===== config.mk =====
export PLATFORM = sky130hd
export DESIGN_NAME = nibble_serial_addsub_seq
export DESIGN_NICKNAME = d
export VERILOG_FILES = /design/src/rtl/nibble_serial_addsub_seq.sv
export SDC_FILE = /design/constraint.sdc
export NUM_CORES = 1
export LEC_CHECK = 0
export BUFFER_PORTS_ARGS = -buffer_cell sky130_fd_sc_hd__buf_2
export CAP_MARGIN = 0
export CORE_ASPECT_RATIO = 1.25
export CORE_MARGIN = 1
export CORE_UTILIZATION = 40
export DETAILED_ROUTE_END_ITERATION = 6
export PLACE_DENSITY = 0.71
export SLEW_MARGIN = 20
export SYNTH_ARGS = -nofsm -noshare
export SYNTH_HDL_FRONTEND = slang
export SYNTH_SLANG_ARGS = --single-unit

===== constraint.sdc =====
create_clock -name clk -period 2 [get_ports clk]
set_clock_uncertainty 0.05 [all_clocks]
set_input_delay 0.2 -clock clk [delete_from_list [all_inputs] [get_ports clk]]
set_output_delay 0.2 -clock clk [all_outputs]
set_load 0.02 [all_outputs]

===== src/rtl/nibble_serial_addsub_seq.sv =====
// WIDTH-bit add/subtract sequencer driving one external 4-bit adder slice, LS nibble first.
// Optional signed saturation of the result when NIBSEQ_SAT_EN is defined.
module nibble_serial_addsub_seq #(
    parameter int WIDTH = 16
) (
    input  logic             clk,
    input  logic             rst_n,
    input  logic             in_valid,
    output logic             in_ready,
    input  logic             op_sub,
    input  logic [WIDTH-1:0] a,
    input  logic [WIDTH-1:0] b,
    output logic             out_valid,
    input  logic             out_ready,
    output logic [WIDTH-1:0] y,
    output logic             co,
    output logic             ovf,
    output logic [3:0]       add_a,
    output logic [3:0]       add_b,
    output logic             add_ci,
    input  logic [3:0]       add_s,
    input  logic             add_co
);

    localparam int NIB = WIDTH / 4;
    localparam int CW  = (NIB > 1) ? $clog2(NIB) : 1;

    localparam logic [1:0] S_IDLE = 2'd0;
    localparam logic [1:0] S_RUN  = 2'd1;
    localparam logic [1:0] S_DONE = 2'd2;

    generate
        if (WIDTH < 4 || (WIDTH % 4) != 0) begin : g_bad_width
            $error("nibble_serial_addsub_seq: WIDTH must be a multiple of 4 and >= 4");
        end
    endgenerate

`ifdef NIBSEQ_SAT_EN
    localparam logic [WIDTH-1:0] SAT_POS = {1'b0, {(WIDTH-1){1'b1}}};
    localparam logic [WIDTH-1:0] SAT_NEG = {1'b1, {(WIDTH-1){1'b0}}};
`endif

    logic [1:0]       state_q, state_d;
    logic [WIDTH-1:0] a_sh_q, a_sh_d;
    logic [WIDTH-1:0] b_sh_q, b_sh_d;
    logic [WIDTH-1:0] y_sh_q, y_sh_d;
    logic             carry_q, carry_d;
    logic [CW-1:0]    cnt_q, cnt_d;
    logic             co_q, co_d;
    logic             ovf_q, ovf_d;

    logic             run;
    logic             last;
    logic             ovf_now;

    assign run  = (state_q == S_RUN);
    assign last = (cnt_q == CW'(NIB - 1));

    // Carry into the MSB is a^b^s at bit 3; xor with carry out flags signed overflow.
    assign ovf_now = a_sh_q[3] ^ b_sh_q[3] ^ add_s[3] ^ add_co;

    always_comb begin
        state_d = state_q;
        a_sh_d  = a_sh_q;
        b_sh_d  = b_sh_q;
        y_sh_d  = y_sh_q;
        carry_d = carry_q;
        cnt_d   = cnt_q;
        co_d    = co_q;
        ovf_d   = ovf_q;
        case (state_q)
            S_IDLE: begin
                if (in_valid) begin
                    a_sh_d  = a;
                    b_sh_d  = op_sub ? ~b : b;
                    carry_d = op_sub;
                    cnt_d   = '0;
                    state_d = S_RUN;
                end
            end
            S_RUN: begin
                y_sh_d             = y_sh_q >> 4;
                y_sh_d[WIDTH-1-:4] = add_s;
                carry_d            = add_co;
                a_sh_d             = a_sh_q >> 4;
                b_sh_d             = b_sh_q >> 4;
                cnt_d              = cnt_q + CW'(1);
                if (last) begin
                    co_d    = add_co;
                    ovf_d   = ovf_now;
                    state_d = S_DONE;
`ifdef NIBSEQ_SAT_EN
                    if (ovf_now) begin
                        y_sh_d = a_sh_q[3] ? SAT_NEG : SAT_POS;
                    end
`endif
                end
            end
            S_DONE: begin
                if (out_ready) begin
                    state_d = S_IDLE;
                end
            end
            default: begin
                state_d = S_IDLE;
            end
        endcase
    end

    always_ff @(posedge clk or negedge rst_n) begin
        if (!rst_n) begin
            state_q <= S_IDLE;
            a_sh_q  <= '0;
            b_sh_q  <= '0;
            y_sh_q  <= '0;
            carry_q <= 1'b0;
            cnt_q   <= '0;
            co_q    <= 1'b0;
            ovf_q   <= 1'b0;
        end else begin
            state_q <= state_d;
            a_sh_q  <= a_sh_d;
            b_sh_q  <= b_sh_d;
            y_sh_q  <= y_sh_d;
            carry_q <= carry_d;
            cnt_q   <= cnt_d;
            co_q    <= co_d;
            ovf_q   <= ovf_d;
        end
    end

    // Slice inputs stay quiet outside RUN so a shared adder sees no activity.
    assign add_a     = run ? a_sh_q[3:0] : 4'h0;
    assign add_b     = run ? b_sh_q[3:0] : 4'h0;
    assign add_ci    = run ? carry_q : 1'b0;
    assign in_ready  = (state_q == S_IDLE) && rst_n;
    assign out_valid = (state_q == S_DONE);
    assign y         = y_sh_q;
    assign co        = co_q;
    assign ovf       = ovf_q;

endmodule

==> results of run 1 <==
worst reg2reg max path, cell delays in order (launching register included):
cell                      delay (ns)
sky130_fd_sc_hd__dfrtp_1        0.53
sky130_fd_sc_hd__nor2b_2        0.21
sky130_fd_sc_hd__buf_12         0.21
sky130_fd_sc_hd__nand2_1        0.13
sky130_fd_sc_hd__mux2_1         0.33
sequential cells by signal, indices dropped and copies added (netlist names):
| signal | cells |
|---|---|
| b_sh_q | 16 |
| carry_q | 1 |
| cnt_q | 2 |
| a_sh_q | 16 |
| co | 1 |
| ovf | 1 |
| state_q | 2 |
| y | 16 |
cells in the final DEF, fill, tap and decap left out, drive strengths merged:
master,n
mux2,19
nor2,1
nor3b,1
xor2,17
inv,2
a21oi,10
a22o,9
o21ai,26
clkbuf,6
o21bai,1
clkinv,1
a22oi,25
and2,9
buf,81
dlygate4sd3,1
nand2b,1
ha,1
nand2,17
nor2b,13
dfrtp,55
xnor2,2
final cells by class:
cell class / instances / area [µm²] / area share, %
sequential: 55 / 1380 / 44.3
multi-input combinational: 152 / 1070 / 34.5
timing repair buffer: 82 / 455 / 14.7
tap: 85 / 106 / 3.42
clock buffer: 6 / 82.6 / 2.66
inverter: 2 / 7.51 / 0.242
clock inverter: 1 / 5.00 / 0.161
logic make-up (layout without fill, tap and decap cells):
logic type / Yosys count / in the layout
and+or+nand+nor: 42 / 42
xor gates and xnor gates: 19 / 19
muxes: 19 / 19
adders and majority gates: 1 / 1
AOI/OAI and AO/OA: 71 / 71
buffers and inverters: 21 / 91
DFF: 55 / 55
path summary, 6_finish.rpt:
check                            from         end  slack, ns  depth (start not counted)
max                        state_q[1]    add_b[2]       0.19                          4
min                             a[14]  a_sh_q[14]       0.06                          2
max reg2reg                state_q[1]         ovf       0.42                          4
min reg2reg                      y[3]        y[3]       0.44                          1
max in group asynchronous       rst_n   b_sh_q[7]       1.18                          3
min in group asynchronous       rst_n   a_sh_q[4]       0.44                          3
stage by stage:
stage / worst slack, ns / total power (W) / hold WS, ns / cells / cell area (µm²)
2_1_floorplan: 0.464 / 0.00343 / -0.146 / 228 / 2560
3_3_place_gp: 0.484 / 0.00403 / 0.250 / 375 / 3010
3_5_place_dp: 0.414 / 0.00409 / 0.250 / 375 / 3010
4_1_cts: 0.174 / 0.00470 / 0.0583 / 383 / 3110
5_1_grt: 0.125 / 0.00501 / 0.0648 / 383 / 3110
6_report: 0.185 / 0.00466 / 0.0624 / 383 / 3110
power groups by stage:
stage / Combinational (W) / Sequential [W] / Clock, W
after floorplan: 0.00133 / 0.00209 / 0
after global placement: 0.00211 / 0.00192 / 0
after detailed placement: 0.00215 / 0.00194 / 0
after CTS: 0.00216 / 0.00191 / 0.000628
after global routing: 0.00237 / 0.00198 / 0.000668
final: 0.00213 / 0.00191 / 0.000619
per-layer routing:
layer	share of wire, %	wire length, µm	GRT usage [%]
met5	0	0	0
met4	1.6	84	5.61
met3	4.9	257	3.44
met2	46	2410	25.2
met1	47	2450	22.1
==> summary.txt, run 1 <==
Global routing
  – Antenna violations before repair: 0
  – Largest net degree at the start of global routing: 38
  – Final global-route overflow total: 0
  – Via count of the first global-routing pass: 1789
  – GR Util All Layers: 16.2%
  – Wire length of the first global-routing pass: 8540 µm

Power and ir drop
  – Maximum vdd drop: 0.000524 V
  – Int Power: 0.00282 W
  – Power density cells: 1500 mW/mm²
  – Clock power share: 13.3%
  – Switching fraction of total power: 39.6%
  – LEAKAGE: 1.47 nW
  – Power dissipated by switching net loads: 0.00185 W
  – Sequential fraction of design power: 40.9%
  – Combinational cell fraction of total power: 45.8%

STA
  – # setup viols final: 0
  – Maximum clock rate: 0.551 GHz
  – Accumulated negative setup slack: 0 ns
  – Unrepaired setup endpoints after global routing: no
  – Count of final hold-check violations: 0
  – Slew at the pin with the worst max-slew slack: 0.502 ns
  – Final critical path time including I/O delays and setup: 1.81 ns
  – Relative slew margins: 66.5%
  – Number of max-slew violations in the final report: 0
  – Ratio of final minimum period to clock period: 90.7%

CTS
  – Clock insertion delay at the later pin of the skew report: 0.31 ns
  – CTS tree: yes
  – Post-cts resize count: 0
  – Post-CTS Hold Buffers: 1
  – Root cell of the clock tree: sky130_fd_sc_hd__clkbuf_8
  – Clock Pin Slew Worst Setup and Hold Paths: 0.09 ns
  – Largest buffer count on any clock path: 2
  – Sinks on Clock Net: 55
  – H-tree depth: 2
  – Setup repair bufs after CTS: 0
  – Number of buffers inserted during clock tree synthesis: 5

Yosys
  – Fraction of the mapped netlist area in compound gates: 17.9%
  – Commonest cells post-synth: sky130_fd_sc_hd__dfrtp_1, sky130_fd_sc_hd__o21ai_0, sky130_fd_sc_hd__a22oi_1
  – Number of warnings printed during yosys synthesis: 0
  – Most area-consuming cells after synthesis: sky130_fd_sc_hd__dfrtp_1, sky130_fd_sc_hd__a22oi_1, sky130_fd_sc_hd__xor2_1
  – Post-synthesis xor/xnor area fraction: 6.50%
  – Syn avg cell area: 11.2 µm²
  – Post-synthesis instance area: 0.00256 mm²
  – Number of synthesized flops with an enable pin: 0
  – Most frequently used cell type in the post-synthesis netlist: sky130_fd_sc_hd__dfrtp_1
  – Ys flop type: sky130_fd_sc_hd__dfrtp_1
  – Share of synthesized area occupied by flip-flops and latches: 53.8%
  – Post-Synthesis Net Count: 271
  – Number of standard cells after synthesis: 228
  – Fraction of the mapped netlist area in adder cells: 0.489%
  – Post-synth top area cell: sky130_fd_sc_hd__dfrtp_1
  – Proportion of netlist area held by the largest area contributor: 53.8%
  – Fraction of the mapped netlist area in simple logic gates: 8.56%
  – Dominant combinational cell family by area after synthesis: compound AO/OA/AOI/OAI gates
  – Synth unique cells: 22
  – Flop and latch count out of synthesis: 55
  – Fraction of synthesized area in multiplexers: 8.36%
  – Share of synthesized flip-flops with an asynchronous set or reset: 100%

Critical path
  – Slowest-stage cell, CP: sky130_fd_sc_hd__dfrtp_1
  – Maximum fanout along the worst path: 37
  – Endpoint class of the critical path: output pin
  – Worst Path Required: 1.75 ns
  – Worst setup path category: reg2out
  – CP delay by family, top: flip-flops
  – Delay of the slowest critical-path stage: 0.53 ns
  – Worst path buffer plus inverter count: 2
  – Sequence of cells on the critical path: nor2b_2 > buf_12 > and2_1 > buf_2
  – Type of origin of the critical path: register
  – Data arrival time of the worst path: 1.56 ns

Floorplanning
  – Floorplan die width: 73.5 µm
  – CORE AREA: 0.00617 mm²
  – I/O Pins: 71
  – Site Rows: 32
  – Initial Util: 41.5%
  – Height of the die: 91.4 µm
  – Die outline area: 0.00672 mm²

Layout
  – Net count reported at finish: 341
  – Antenna cell count: 0
  – Synthesis-to-layout area growth: 21.4%
  – End-of-flow core utilization: 50.4%
  – Fill count: 624
  – Fraction of final layout cells with drive strength greater than 1: 32.6%

Status
  – Outcome: finished, final reports clean

Routing
  – First drt pass iteration count: 4
  – Via density: 4.96
  – Remaining antenna violation count: 0
  – Wire length per cell after detailed routing: 13.6 µm
  – DRC violation count after routing: 0
  – Total Wirelength: 5210 µm
  – First DRT Iteration DRCs: 67
  – Total vias in the final route: 1898

Placed design
  – Routability cong.: 0.710
  – Count of buffers inserted at the top-level ports: 70
  – HPWL after detailed placement: 3730 µm

Min path
  – Min-Delay Path Class: in2reg

Run
  – Number of max-cap violations: 0
No activity file was read; power rests on OpenSTA's default activity.
==> run 2, diff against run 1 <==
- CORE_ASPECT_RATIO: 1.25 -> default
- GPL_TIMING_DRIVEN: default -> 0
- PLACE_DENSITY: 0.71 -> 0.73
- clock period: 2 -> 1.5 ns (I/O delays scaled with it)
==> run 2 against run 1 <==
Compared with the run above:
- the flow now finishes with violations (negative hold slack, negative setup slack)
- combinational power grew 68%
- core utilization rose by 5.6 points
- count of clock-buffer cells in the layout fell by 1
- global-route usage grew 1.7 points
- sequential power rose by 35%
- worst hold slack got worse by 0.25 ns
- highest routed layer unchanged
==> summary.txt, run 2 (same netlist as run 1, synthesis figures left out) <==
Routing
  – First DRT Iteration DRCs: 87 (+30%)
  – Total vias in the final route: 1967 (+3.6%)
  – Remaining antenna violation count: 0 (unchanged)
  – First drt pass iteration count: 4 (unchanged)
  – DRC violation count after routing: 0 (unchanged)
  – Wire length per cell after detailed routing: 14.3 µm (+4.8%)
  – Total Wirelength: 5590 µm (+7.3%)
  – Via density: 5.02 (+1.3%)

Global routing
  – Largest net degree at the start of global routing: 57 (+50%)
  – Wire length of the first global-routing pass: 8960 µm (+5.0%)
  – Final global-route overflow total: 0 (unchanged)
  – Via count of the first global-routing pass: 1888 (+5.5%)
  – GR Util All Layers: 17.9% (+1.7 points)
  – Antenna violations before repair: 0 (unchanged)

Critical path
  – Worst Path Required: 1.30 ns (-0.45 ns)
  – Type of origin of the critical path: register
  – Maximum fanout along the worst path: 5 (-86%)
  – Endpoint class of the critical path: output pin
  – Worst setup path category: reg2out
  – Data arrival time of the worst path: 1.39 ns (-0.17 ns)
  – FF-to-FF setup slack: -0.08 ns (-0.50 ns)

Layout
  – Commonest non-fill, non-tap cells in the layout: sky130_fd_sc_hd__buf_2, sky130_fd_sc_hd__dfrtp_1, sky130_fd_sc_hd__o21ai_0
  – End-of-flow core utilization: 56.0% (+5.6 points)
  – Commonest non-fill, non-tap cell in the layout: sky130_fd_sc_hd__buf_2
  – Fraction of final layout cells with drive strength greater than 1: 40.7% (+8.1 points)
  – Net count reported at finish: 359 (+5.3%)
  – Synthesis-to-layout area growth: 32.6%
  – Final instance area: 0.00339 mm² (+9.2%)
  – Antenna cell count: 0 (unchanged)

STA
  – Final critical path time including I/O delays and setup: 1.59 ns
  – Ratio of final minimum period to clock period: 106%
  – Unrepaired setup endpoints after global routing: yes
  – Accumulated negative setup slack: -1.52 ns (-1.52 ns)
  – Hold WS: -0.188 ns (-0.250 ns)
  – Slew at the pin with the worst max-slew slack: 0.678 ns (+0.176 ns)
  – Post-layout worst setup margin: -0.0932 ns (-0.278 ns)
  – Relative slew margins: 54.8% (-12 points)
  – Number of max-slew violations in the final report: 0 (unchanged)
  – Count of final hold-check violations: 55 (+55)
  – # setup viols final: 23 (+23)
  – Maximum clock rate: 0.628 GHz

Placed design
  – Instance area at placement: 0.00300 mm² (-0.25%)
  – Count of buffers inserted at the top-level ports: 69 (-1.4%)
  – Routability cong.: 0.773 (+8.9%)
  – HPWL after detailed placement: 3800 µm (+1.9%)

Power and ir drop
  – Power dissipated by switching net loads: 0.00271 W (+47%)
  – Power density cells: 2100 mW/mm² (+40%)
  – Sequential fraction of design power: 36.1% (-4.8 points)
  – Power Total: 0.00713 W (+53%)
  – Clock power share: 13.8% (+0.5 points)
  – Combinational cell fraction of total power: 50.1% (+4.3 points)
  – Int Power: 0.00442 W (+57%)
  – Maximum vdd drop: 0.000932 V (+78%)
  – Switching fraction of total power: 38.0% (-1.5 points)
  – LEAKAGE: 1.61 nW (+9.7%)

Status
  – Violated checks: negative hold slack, negative setup slack
  – Outcome: finished, violations left

CTS
  – CTS tree: yes
  – Number of buffers inserted during clock tree synthesis: 5 (unchanged)
  – Root cell of the clock tree: sky130_fd_sc_hd__clkbuf_8
  – Clock Pin Slew Worst Setup and Hold Paths: 0.10 ns (about the same)
  – Sinks on Clock Net: 55 (unchanged)
  – Post-CTS Hold Buffers: 2 (+1)
  – Largest buffer count on any clock path: 2 (unchanged)
  – Clock insertion delay at the later pin of the skew report: 0.31 ns (about the same)
  – H-tree depth: 2 (unchanged)

Floorplanning
  – Height of the die: 82.0 µm (-10%)
  – Site Rows: 28 (-13%)
  – Die outline area: 0.00672 mm² (about the same)
  – I/O Pins: 71 (unchanged)
  – Initial Util: 42.2% (+0.72 points)
  – Floorplan die width: 82.0 µm (+11%)
  – CORE AREA: 0.00606 mm² (-1.7%)

Min path
  – Min-Delay Path Class: in2async

Run
  – Number of max-cap violations: 0 (unchanged)
==> run 2: path summary, 6_finish.rpt <==
path / startpoint / cells past startpoint / end
worst min register to register: y[3] / 1 / y[3]
worst max register to register: state_q[0] / 4 / y[8]
min in group clk: a[14] / 2 / a_sh_q[14]
worst min-delay path: rst_n / 1 / y[14]
worst max-delay path: state_q[0] / 4 / add_a[0]
max in group asynchronous: rst_n / 1 / state_q[1]
==> run 2: layout make-up <==
cell class	instances	area, µm²
well taps	75	93.8
multi-input cells	152	1130
fillers	562	2670
clock buffers	5	68.8
flip-flops and latches	55	1380
plain buffers	18	156
repair buffers	82	517
inverters	2	7.51
clock inverters	3	43.8
==> run 2: critical path, cell delays in order (launching register included) <==
cell,delay [ns]
sky130_fd_sc_hd__dfrtp_1,0.45
sky130_fd_sc_hd__nor2b_4,0.24
sky130_fd_sc_hd__buf_6,0.14
sky130_fd_sc_hd__and2_4,0.14
sky130_fd_sc_hd__buf_6,0.11
==> run 2: through the flow <==
step	cells	hold slack, ns	setup slack, ns
global placement	372	0.297	-0.300
global route	392	-0.131	-0.154
detailed placement	372	0.187	0.0536
floorplan	228	-0.196	0.0137
finish	392	-0.188	-0.0932
CTS	386	-0.149	-0.107
==> run 2: metal layers <==
layer	global-route usage, %	vias to the layer above	part of all wire [%]
met2	28.5	64	47
li1	-	979	-
met3	3.33	4	4.7
met5	0	-	0
met4	4.74	0	0.68
met1	24.9	920	47
==> run 2: power by group through the flow <==
stage | Combinational [W] | Clock (W) | Sequential (W)
6_report | 0.00357 | 0.000980 | 0.00257
5_1_grt | 0.00390 | 0.00105 | 0.00266
4_1_cts | 0.00337 | 0.000996 | 0.00254
3_5_place_dp | 0.00290 | 0 | 0.00257
3_3_place_gp | 0.00283 | 0 | 0.00253
2_1_floorplan | 0.00178 | 0 | 0.00279
==> run 2: what timing repair did <==
action                     CTS  global route
hold endpoints to repair    57            55
cloned                       1             1
setup buffers                3             6
pin swaps                    2             1
setup endpoints to repair   11            57
gates resized for setup     42            21
==> run 3, diff against run 2 <==
- ABC_AREA: default -> 1
- PLACE_DENSITY: 0.73 -> 0.72
==> run 3 against run 2 <==
Compared with the run above:
- the flow finishes with violations (design-rule violations, negative hold slack)
- wire length up 11%
- clock power down 0.5%
- worst setup slack better by 0.14 ns
- area after synthesis up 8.9%
- non-clock buffer count down 4
- largest cell class unchanged
- largest power group unchanged
- highest routed layer unchanged
==> summary.txt, run 3 <==
Yosys
  – Post-Synthesis Net Count: 384 (+42%)
  – Number of synthesized flops with an enable pin: 0 (unchanged)
  – Fraction of synthesized area in multiplexers: 0% (-8.4 points)
  – Share of synthesized flip-flops with an asynchronous set or reset: 100% (unchanged)
  – Fraction of the mapped netlist area in adder cells: 0.449% (-0.040 points)
  – Number of warnings printed during yosys synthesis: 0 (unchanged)
  – Commonest cells post-synth: sky130_fd_sc_hd__nand2_1, sky130_fd_sc_hd__dfrtp_1, sky130_fd_sc_hd__nor2_1
  – Most frequently used cell type in the post-synthesis netlist: sky130_fd_sc_hd__nand2_1
  – Fraction of the mapped netlist area in compound gates: 10.6% (-7.3 points)
  – Proportion of netlist area held by the largest area contributor: 49.4% (-4.4 points)
  – Ys flop type: sky130_fd_sc_hd__dfrtp_1
  – Post-synthesis xor/xnor area fraction: 1.57% (-4.9 points)
  – Syn avg cell area: 8.17 µm² (-27%)
  – Flop and latch count out of synthesis: 55 (unchanged)
  – Share of synthesized area occupied by flip-flops and latches: 49.4% (-4.4 points)
  – Most area-consuming cells after synthesis: sky130_fd_sc_hd__dfrtp_1, sky130_fd_sc_hd__nand2_1, sky130_fd_sc_hd__nor2_1
  – Post-synth top area cell: sky130_fd_sc_hd__dfrtp_1
  – Post-synthesis instance area: 0.00279 mm² (+8.9%)
  – Dominant combinational cell family by area after synthesis: simple AND/OR/NAND/NOR gates
  – Fraction of the mapped netlist area in simple logic gates: 28.6% (+20 points)
  – Synth unique cells: 31 (+41%)
  – Number of standard cells after synthesis: 341 (+50%)

Global routing
  – Via count of the first global-routing pass: 2374 (+26%)
  – Final global-route overflow total: 0 (unchanged)
  – Wire length of the first global-routing pass: 10600 µm (+19%)
  – Largest net degree at the start of global routing: 57 (unchanged)
  – GR Util All Layers: 18.3% (+0.39 points)
  – Antenna violations before repair: 0 (unchanged)

Layout
  – Commonest non-fill, non-tap cell in the layout: sky130_fd_sc_hd__nand2_1
  – Antenna cell count: 0 (unchanged)
  – Sequential cell area: 0.00138 mm² (about the same)
  – Fill count: 664 (+18%)
  – Commonest non-fill, non-tap cells in the layout: sky130_fd_sc_hd__nand2_1, sky130_fd_sc_hd__buf_2, sky130_fd_sc_hd__dfrtp_1
  – Total area of multi-input combinational cells: 0.00115 mm² (+2.2%)
  – Fraction of final layout cells with drive strength greater than 1: 28.5% (-12 points)
  – Net count reported at finish: 468 (+30%)
  – Final instance area: 0.00343 mm² (+1.0%)
  – Synthesis-to-layout area growth: 22.9%
  – End-of-flow core utilization: 50.7% (-5.2 points)

STA
  – Accumulated negative setup slack: 0 ns (+1.52 ns)
  – Count of final hold-check violations: 55 (unchanged)
  – Relative slew margins: 53.4% (-1.4 points)
  – Ratio of final minimum period to clock period: 97.2% (-9.0 points)
  – Maximum clock rate: 0.686 GHz (+9.3%)
  – # setup viols final: 0 (-100%)
  – Hold WS: -0.198 ns (-0.0102 ns)
  – Slew at the pin with the worst max-slew slack: 0.699 ns (+0.0212 ns)
  – Unrepaired setup endpoints after global routing: yes
  – Number of max-slew violations in the final report: 0 (unchanged)
  – Post-layout worst setup margin: 0.0425 ns (+0.136 ns)
  – Final critical path time including I/O delays and setup: 1.46 ns (-0.136 ns)

CTS
  – Clock Pin Slew Worst Setup and Hold Paths: 0.10 ns (about the same)
  – Clock insertion delay at the later pin of the skew report: 0.31 ns (about the same)
  – CTS tree: yes
  – Root cell of the clock tree: sky130_fd_sc_hd__clkbuf_8
  – H-tree depth: 2 (unchanged)
  – Number of buffers inserted during clock tree synthesis: 5 (unchanged)
  – Post-CTS Hold Buffers: 4 (+2)
  – Sinks on Clock Net: 55 (unchanged)
  – Largest buffer count on any clock path: 2 (unchanged)

Power and ir drop
  – Power density cells: 2220 mW/mm² (+5.7%)
  – Maximum vdd drop: 0.000705 V (-24%)
  – LEAKAGE: 1.81 nW (+12%)

Floorplanning
  – Die outline area: 0.00731 mm² (+8.7%)
  – CORE AREA: 0.00676 mm² (+11%)
  – Floorplan die width: 85.5 µm (+4.3%)
  – Initial Util: 41.3% (-0.96 points)
  – Height of the die: 85.5 µm (+4.3%)
  – I/O Pins: 71 (unchanged)
  – Site Rows: 30 (+7.1%)

Critical path
  – Data arrival time of the worst path: 1.26 ns (-0.13 ns)
  – Maximum fanout along the worst path: 16 (+11)
  – Endpoint class of the critical path: output pin
  – Worst setup path category: reg2out
  – Type of origin of the critical path: register
  – Worst Path Required: 1.30 ns (about the same)

Routing
  – Total Wirelength: 6220 µm (+11%)
  – Wire length per cell after detailed routing: 12.3 µm (-14%)
  – Remaining antenna violation count: 0 (unchanged)
  – First DRT Iteration DRCs: 150 (+72%)
  – Via density: 4.80 (-4.3%)
  – Total vias in the final route: 2426 (+23%)
  – First drt pass iteration count: 6 (+2)
  – DRC violation count after routing: 1 (+1)

Status
  – Violated checks: design-rule violations, negative hold slack
  – Outcome: finished, violations left

Placed design
  – Routability cong.: 0.813 (+5.2%)
  – HPWL after detailed placement: 4450 µm (+17%)
  – Instance area at placement: 0.00323 mm² (+7.7%)
  – Post-Place Worst Slack: 0.122 ns (+0.0679 ns)
  – Count of buffers inserted at the top-level ports: 68 (-1.4%)

Min path
  – Min-Delay Path Class: in2async

Run
  – Number of max-cap violations: 0 (unchanged)
-- run 3: critical path, cell delays in order (launching register included) --
cell,delay (ns)
sky130_fd_sc_hd__dfrtp_1,0.38
sky130_fd_sc_hd__buf_6,0.17
sky130_fd_sc_hd__nand2_8,0.12
sky130_fd_sc_hd__nor2_1,0.10
sky130_fd_sc_hd__buf_2,0.17
-- run 3: timing repair --
item / 4_1_cts / 5_1_grt
pin swaps: 0 / 1
cloned: 0 / 0
setup buffers: 1 / 5
endpoints found under the setup margin: 9 / 9
gates resized for setup: 1 / 3
hold endpoints to repair: 59 / 55
-- run 3: final cells by class --
class / instances / share of cell area, %
flip-flops and latches: 55 / 40.2
multi-input cells: 243 / 33.6
repair buffers: 78 / 12.6
plain buffers: 18 / 4.78
well taps: 80 / 2.92
inverters: 24 / 2.77
clock buffers: 5 / 2.01
clock inverters: 2 / 1.10
-- run 3: stage by stage --
step                instances  power [W]  hold slack, ns
floorplan                 341    0.00548          -0.196
global placement          489    0.00644           0.298
detailed placement        489    0.00656           0.190
CTS                       500    0.00755          -0.152
global route              505    0.00826          -0.125
finish                    505    0.00761          -0.198
-- run 3: per-layer routing --
layer / GRT usage [%] / wire length (µm) / vias up
li1: - / - / 1231
met1: 23.7 / 2800 / 1140
met2: 31.1 / 3080 / 48
met3: 3.21 / 261 / 7
met4: 5.76 / 78 / 0
met5: 0 / 0 / -
-- run 3: cells by family after synthesis --
kind of cell	after synthesis
adders and majority gates	1
xor gates and xnor gates	5
buffers and inverters	43
DFF	55
AOI/OAI and AO/OA	49
and+or+nand+nor	188
-- run 3: where the power goes --
group	switching, W	total (W)	internal (W)	leakage (nW)
logic	0.00250	0.00407	0.00157	1.07
clock network	0.000486	0.000975	0.000488	0.0502
registers	0.000382	0.00256	0.00218	0.685
total	0.00337	0.00761	0.00424	1.81
-- run 3: final timing paths --
path | startpoint | end | slack, ns | depth (start not counted)
max in group asynchronous | rst_n | b_sh_q[7] | 1.11 | 1
max reg2reg | state_q[0] | b_sh_q[7] | 0.07 | 7
min reg2reg | y[3] | y[3] | 0.43 | 2
min | rst_n | b_sh_q[1] | -0.20 | 1
min in group clk | a[15] | a_sh_q[15] | 0.01 | 3
max | state_q[0] | add_a[0] | 0.04 | 4
